--- config.mk ---
export PLATFORM = sky130hd
export DESIGN_NAME = rv32_pipe_ctrl
export DESIGN_NICKNAME = d
export VERILOG_FILES = /design/src/rtl/rv32_pipe_ctrl.sv
export SDC_FILE = /design/constraint.sdc
export NUM_CORES = 1
export LEC_CHECK = 0
export BUFFER_PORTS_ARGS = -buffer_cell sky130_fd_sc_hd__buf_2
export CORE_UTILIZATION = 39
export CTS_CLUSTER_DIAMETER = 60
export CTS_CLUSTER_SIZE = 40
export DETAILED_ROUTE_END_ITERATION = 16
export PLACE_DENSITY = 0.77
export SLEW_MARGIN = 0
export SYNTH_ARGS = -nofsm -noshare
export SYNTH_HDL_FRONTEND = slang
export SYNTH_SLANG_ARGS = --single-unit
export TNS_END_PERCENT = 30
--- constraint.sdc ---
create_clock -name clk -period 2.05 [get_ports clk]
set_input_delay 0.41 -clock clk [delete_from_list [all_inputs] [get_ports clk]]
set_output_delay 0.41 -clock clk [all_outputs]
set_load 0.1 [all_outputs]
--- src/rtl/rv32_pipe_ctrl.sv ---
// Pipeline sequencing controller: load-use interlock, redirect flush, MDU wait with watchdog, halt/resume.
// Optional perf counters built when RV32_PIPE_CTRL_PERF_EN is defined. Control outputs are combinational.
module rv32_pipe_ctrl #(
  parameter int FLUSH_CYCLES = 2,
  parameter int MDU_TIMEOUT  = 64
) (
  input  logic        clk,
  input  logic        rst_n,
  input  logic        id_valid,
  input  logic [4:0]  id_rs1,
  input  logic [4:0]  id_rs2,
  input  logic        id_use_rs1,
  input  logic        id_use_rs2,
  input  logic        ex_load,
  input  logic [4:0]  ex_rd,
  input  logic        ex_redirect,
  input  logic        ex_mdu_start,
  input  logic        mdu_done,
  input  logic        halt_req,
  input  logic        resume,
  input  logic        perf_clr,
  output logic        pc_stall,
  output logic        if_id_stall,
  output logic        if_id_flush,
  output logic        id_ex_stall,
  output logic        id_ex_flush,
  output logic        ex_busy,
  output logic        mdu_timeout,
  output logic [1:0]  state,
  output logic [31:0] stall_cnt,
  output logic [31:0] flush_cnt
);

  typedef enum logic [1:0] {
    RUN      = 2'd0,
    REDIRECT = 2'd1,
    MDU_WAIT = 2'd2,
    HALT     = 2'd3
  } state_t;

  state_t      cur_state, nxt_state;
  logic [2:0]  cnt, cnt_nxt;
  logic [7:0]  timer, timer_nxt;
  logic        timeout_set;
  logic        load_use;
  logic        pc_stall_c, if_id_stall_c, if_id_flush_c;
  logic        id_ex_stall_c, id_ex_flush_c, ex_busy_c;

  assign load_use = id_valid & ex_load & (ex_rd != 5'd0) &
                    ((id_use_rs1 & (id_rs1 == ex_rd)) | (id_use_rs2 & (id_rs2 == ex_rd)));

  always_ff @(posedge clk or negedge rst_n) begin
    if (!rst_n) begin
      cur_state   <= RUN;
      cnt         <= 3'd0;
      timer       <= 8'd0;
      mdu_timeout <= 1'b0;
    end else begin
      cur_state <= nxt_state;
      cnt       <= cnt_nxt;
      timer     <= timer_nxt;
      if (timeout_set) mdu_timeout <= 1'b1;
    end
  end

  always_comb begin
    nxt_state     = cur_state;
    cnt_nxt       = cnt;
    timer_nxt     = timer;
    timeout_set   = 1'b0;
    pc_stall_c    = 1'b0;
    if_id_stall_c = 1'b0;
    if_id_flush_c = 1'b0;
    id_ex_stall_c = 1'b0;
    id_ex_flush_c = 1'b0;
    ex_busy_c     = 1'b0;
    case (cur_state)
      RUN: begin
        if (ex_redirect) begin
          if_id_flush_c = 1'b1;
          id_ex_flush_c = 1'b1;
          if (FLUSH_CYCLES > 1) begin
            nxt_state = REDIRECT;
            cnt_nxt   = 3'(FLUSH_CYCLES - 1);
          end
        end else if (ex_mdu_start) begin
          // A start with same-cycle done is a single-cycle op and masks lower priorities.
          if (!mdu_done) begin
            ex_busy_c     = 1'b1;
            pc_stall_c    = 1'b1;
            if_id_stall_c = 1'b1;
            nxt_state     = MDU_WAIT;
            timer_nxt     = 8'd0;
          end
        end else if (load_use) begin
          pc_stall_c    = 1'b1;
          if_id_stall_c = 1'b1;
          id_ex_stall_c = 1'b1;
        end else if (halt_req) begin
          pc_stall_c    = 1'b1;
          if_id_stall_c = 1'b1;
          id_ex_stall_c = 1'b1;
          nxt_state     = HALT;
        end
      end
      REDIRECT: begin
        if_id_flush_c = 1'b1;
        id_ex_flush_c = 1'b1;
        if (cnt <= 3'd1) begin
          nxt_state = RUN;
          cnt_nxt   = 3'd0;
        end else begin
          cnt_nxt = cnt - 3'd1;
        end
      end
      MDU_WAIT: begin
        if (mdu_done) begin
          nxt_state = RUN;
          timer_nxt = 8'd0;
        end else if (timer == 8'(MDU_TIMEOUT - 1)) begin
          // Start cycle plus MDU_TIMEOUT-1 wait cycles have elapsed.
          timeout_set = 1'b1;
          nxt_state   = RUN;
          timer_nxt   = 8'd0;
        end else begin
          ex_busy_c     = 1'b1;
          pc_stall_c    = 1'b1;
          if_id_stall_c = 1'b1;
          timer_nxt     = timer + 8'd1;
        end
      end
      HALT: begin
        if (resume) begin
          nxt_state = RUN;
        end else begin
          pc_stall_c    = 1'b1;
          if_id_stall_c = 1'b1;
          id_ex_stall_c = 1'b1;
        end
      end
      default: nxt_state = RUN;
    endcase
  end

  // Controls are forced low while reset is held, regardless of inputs.
  assign pc_stall    = rst_n & pc_stall_c;
  assign if_id_stall = rst_n & if_id_stall_c;
  assign if_id_flush = rst_n & if_id_flush_c;
  assign id_ex_stall = rst_n & id_ex_stall_c;
  assign id_ex_flush = rst_n & id_ex_flush_c;
  assign ex_busy     = rst_n & ex_busy_c;
  assign state       = cur_state;

`ifdef RV32_PIPE_CTRL_PERF_EN
  always_ff @(posedge clk or negedge rst_n) begin
    if (!rst_n) begin
      stall_cnt <= 32'd0;
      flush_cnt <= 32'd0;
    end else if (perf_clr) begin
      stall_cnt <= 32'd0;
      flush_cnt <= 32'd0;
    end else begin
      if (pc_stall && stall_cnt != 32'hFFFF_FFFF) stall_cnt <= stall_cnt + 32'd1;
      if (id_ex_flush && flush_cnt != 32'hFFFF_FFFF) flush_cnt <= flush_cnt + 32'd1;
    end
  end
`else
  logic perf_clr_unused;
  assign perf_clr_unused = perf_clr;
  assign stall_cnt       = 32'd0;
  assign flush_cnt       = 32'd0;
`endif

endmodule
Word-level counts from Yosys, hierarchy flattened:

Index checks and enable logic that the tools add are counted.

* register bits: 14
* bits of input ports: 27
* output and inout port bits: 73
* word-level logic and storage cells: 79

* $add $sub $neg: 2
* magnitude comparators: 1
* equal/unequal tests: 16
* muxes and demuxes: 39
* bitwise operators: 10
* reductions and logical operators: 7

Operators by type and width (count)
* 8-bit two-way mux: 5
* 2-bit two-way mux: 9
* 1-bit two-way mux: 16
* 8-bit case mux with 2 select lines: 1
* 2-bit != test, second input constant: 6
* 4-bit != test, second input constant: 3
* 5-bit == test: 2
* 1-bit bitwise AND: 9
* 8-bit by 1-bit adder with 8-bit output, second input constant: 1
* 8-bit by 6-bit == test with 1-bit output, second input constant: 1
* 2-bit case mux with 4 select lines: 1
* 3-bit two-way mux: 2
* 1-bit case mux with 2 select lines: 3
* 3-bit case mux with 2 select lines: 1
* 6-bit AND reduction: 1
* 5-bit nonzero test: 1
* 2-bit == test, second input constant: 2
* 4-bit AND reduction: 1
* 2-bit nonzero test: 2
* 3-bit by 1-bit <= comparator with 1-bit output, second input constant: 1
* 3-bit != test, second input constant: 1
* 1-bit case mux with 3 select lines: 1
* 3-bit by 1-bit subtractor with 3-bit output, second input constant: 1
* 2-bit by 1-bit == test with 1-bit output, second input constant: 1
* 3 further kinds: 3

Depth between registers and ports, before layout:

* depth after elaboration: 9
* depth in mapped cells: 9
* depth with buffers taken out: 7

Worst setup path after synthesis:

No wires, ideal clock.

* path type: reg-to-output
* start point: register cur_state[1] (netlist: state[1])
* end point: output pc_stall
* arrival: 3.850 ns
* required time: 1.640 ns
* setup slack: -2.210 ns
* stages on the path, launching flop included: 8
* buffers on the path: 1
* cells stage by stage: dfrtp_1 -> ha_1 -> and2b_2 -> o41ai_4 -> o21ai_0 -> o21ai_0 -> a21oi_1 -> buf_4

* word-level cells in the longest chain between the ends: 3
* elaborated cells on any way between the ends: 5
* those cells by class: eq/ne: 2; mux: 1; bitwise: 1; reduce/logical: 1

RTL lines
* from (decl): RTL line 41 `state_t cur_state, nxt_state;`
* from (signal assigned): RTL line 59 `cur_state <= nxt_state;`
* 2-bit == test / 2-bit zero test (equally long branches)
* 1-bit case mux with 3 select lines (*)
* 1-bit bitwise AND (*)
* to (decl): RTL line 22 `output logic pc_stall,`

Mark *: on every way between the ends. The rest lies on a longest branch, timed or not.

Worst setup path in the final report:

* start point: register cur_state[0] (netlist: state[0])
* end point: output pc_stall

* word-level cells in the longest chain between the ends: 3
* elaborated cells on any way between the ends: 5
* those cells by class: eq/ne: 2; mux: 1; bitwise: 1; reduce/logical: 1

RTL lines
* 2-bit == test / 2-bit zero test (equally long branches): RTL line 77 `case (cur_state)`
* 1-bit case mux with 3 select lines (*): RTL line 77
* 1-bit bitwise AND (*): RTL line 146 `assign pc_stall = rst_n & pc_stall_c;`

Marked as above.

==> summary.md <==
| Metric | Value |
|---|---|
| Reg-to-Reg Start | timer[0]$_DFFE_PN0P_ |
| CTS clk-pin slew, worst paths | 0.06 ns |
| Initial antenna violation count | 0 |
| Required time worst endpoint | 1.64 ns |
| RSZ-0062 raised after global routing | true |
| Sequential-to-total area share from yosys stat | 21.91% |
| RePlAce Congestion | 0.7761 |
| Clock Sinks | 14 |
| WL per Instance | 11.13 um |
| Starting Density | 42.09% |
| Cell Pwr Density | 1232 nW/um^2 |
| CTS root buffer | clkbuf_8 |
| Vias | 1290 |
| Die width | 66.03 um |
| # setup viols final | 4 |
| CTS tree | built |
| Register bit count reported by yosys | 14 |
| DPL Wire Length | 2552 um |
| Max Slew Vio Count | 0 |
| CP max stage delay | 0.52 ns |
| Total global routing overflow | 0 |
| Final setup TNS | -0.5880 ns |
| # DRC | 0 |
| Power Total | 0.002374 W |
| Post-Synthesis Cells | 195 |
| Layout cells sized above 1 | 30.71% |
| Placed cell count | 282 |
| GRT Total Usage | 15.16% |
| ANT nets after route | 0 |
| Peak supply drop | 0.001029 V |
| Min-delay worst type | input port to asynchronous set/reset pin |
| Clock Skew | 0.002904 ns |
| Share of the synthesized area in the top cell type | 31.46% |
| Critical Path Fanout Max | 4 |
| H-tree depth | 1 |
| Nets | 277 |
| Yosys Warn Count | 0 |
| Setup WS pre-CTS | -0.05991 ns |
| Min Clock Period, post-route | 2.216 ns |
| Synth-to-Final Area Change | 20.50% |
| Syn_area_per_cell | 8.200 um^2 |
| Post-synth cell types | 39 |
| CP cell instances | inv_6 > ha_4 > and2b_2 > o41ai_4 > o21ai_4 > o21ai_2 > a21oi_4 > buf_12 |
| # rows | 22 |
| CTS Buf Count | 3 |
| Vias in the first global route | 1136 |
| Fraction of registers with async set/reset | 100.0% |
| Cell type with the largest total area after synthesis | buf_4 |
| Ys flop type | dfrtp_1 |
| WP buf/inv | 2 |
| Die Ht | 66.03 um |
| Outcome | finished, violations left |
| Worst setup path category | flip-flop to primary output |
| Utilization after layout | 50.72% |
| Worst reg2reg endpoint | state[0]$_DFFE_PN0P_ |
| Startpoint Class | flip-flop |
| Data arrival time at the worst-slack endpoint | 1.81 ns |
| Fmax | 451.2 MHz |
| Max Root-Sink Buffers | 2 |
| Setup ws final | -0.1663 ns |
| Final wirelength | 3216 um |
| Slowest CP cell | dfrtp_4 |
| Final Hold Fails | 0 |
| Synth Cell Area | 1599 um^2 |
| CP top delay family | flip-flops |
| Core box area | 3799 um^2 |
| Detailed Routing Iterations Pass 1 | 4 |
| PortBufs | 34 |
| LEAKAGE | 0.9509 nW |
| Vias per inst | 4.464 |
| EDFF count, synth | 0 |
| Most frequent cell after synthesis | buf_4 |
| # IOs | 100 |
| Depth of the most critical reg-to-reg path | 7 |
| Iter 0 DRT Violations | 62 |
| Final Instance Count excl. Fillers | 289 |
| First-pass GRT wire length | 5037 um |
| Ant diodes | 0 |
| Die area | 4360 um^2 |
| Most frequent cells after synthesis | buf_4 (67), o21ai_0 (22), nand2_1 (15), dfrtp_1 (14) |
| Clock Latency Late Sink | 0.25 ns |
| Worst Setup End Kind | primary output |
| Fin crit share | 108.1% |
| Pin count of the biggest net entering global routing | 12 |
| Violated checks | setup timing |
| R2R setup slack | 0.15 ns |
| Most area-consuming cells after synthesis | buf_4 (31%), dfrtp_1 (22%), o21ai_0 (6.9%) |
| MaxCap Viol Count | 0 |
## flip-flops by register name (all words and copies together), names as in the netlist
name and flops:
state 2, cnt 3, timer 8, mdu_timeout 1
## worst max path at each step
stage,from,to,cells past startpoint
6_report,state[0]$_DFFE_PN0P_,pc_stall,8
2_1_floorplan,state[0]$_DFFE_PN0P_,pc_stall,8
3_3_place_gp,ex_rd[0],id_ex_stall,6
5_1_grt,state[0]$_DFFE_PN0P_,pc_stall,8
3_5_place_dp,ex_rd[0],id_ex_stall,6
4_1_cts,state[0]$_DFFE_PN0P_,pc_stall,8
## routing by layer
| metal | track usage [%] | part of all wire [%] | vias to the layer above |
|---|---|---|---|
| met2 | 27.68 | 54 | 53 |
| met3 | 3.621 | 5.1 | 2 |
| met1 | 17.41 | 40 | 618 |
| met5 | 0 | 0 | - |
| li1 | - | - | 617 |
| met4 | 3.989 | 0.34 | 0 |
## final cells by class
type                       count  area (um^2)
fill                         356         1872
clock buffer                   4        55.05
multi-input combinational    169         1060
sequential                    14        357.8
tap                           48        60.06
timing repair buffer          47        360.3
inverter                       7        33.78
## cell families (layout without fill, tap and decap cells)
family | after synthesis | after routing | share of synthesized area (%)
buffers and inverters | 75 | 58 | 33.33
AND/OR/NAND/NOR | 45 | 45 | 14.24
AO/OA/AOI/OAI | 39 | 39 | 16.59
flip-flops | 14 | 14 | 21.91
XOR/XNOR | 10 | 10 | 5.477
adder cells (fa/ha/maj) | 8 | 8 | 6.260
multiplexers | 3 | 3 | 1.956
other | 1 | 64 | 0.2345
## through the flow
step,hold slack [ns],area [um^2]
final,0.1513,1927
after global routing,0.1547,1927
after CTS,0.1549,1902
after detailed placement,0.2696,1817
after global placement,0.2594,1817
after floorplan,0.1144,1957
## power breakdown
group          switching, W  total (W)  internal [W]
clock network      0.000112   0.000282      0.000171
logic               0.00121    0.00168      0.000461
registers         0.0000757   0.000417      0.000341
total               0.00140    0.00237      0.000973
## what timing repair did
action | CTS | global route
resized for setup | 4 | 3
setup endpoints to repair | 5 | 8
endpoints found under the hold margin | 5 | 0
pin swaps | 2 | 1
setup buffers | 1 | 1
hold buffers | 1 | 0
## layout by cell type, fill, tap and decap left out, types with 2 or more instances in the layout
cell      instances
nand3_1           2
buf_2            28
nor2_1            9
o31ai_1           2
mux2i_1           2
clkbuf_8          4
buf_12            6
nand2_1          15
inv_1             5
buf_4            12
nand4_1           2
nand2b_1          4
o21ai_2           2
o21ai_0          18
dfrtp_1          12
xnor2_1          10
dfrtp_4           2
conb_1           64
ha_4              3
ha_1              5
(Power assumes the default switching activity.)
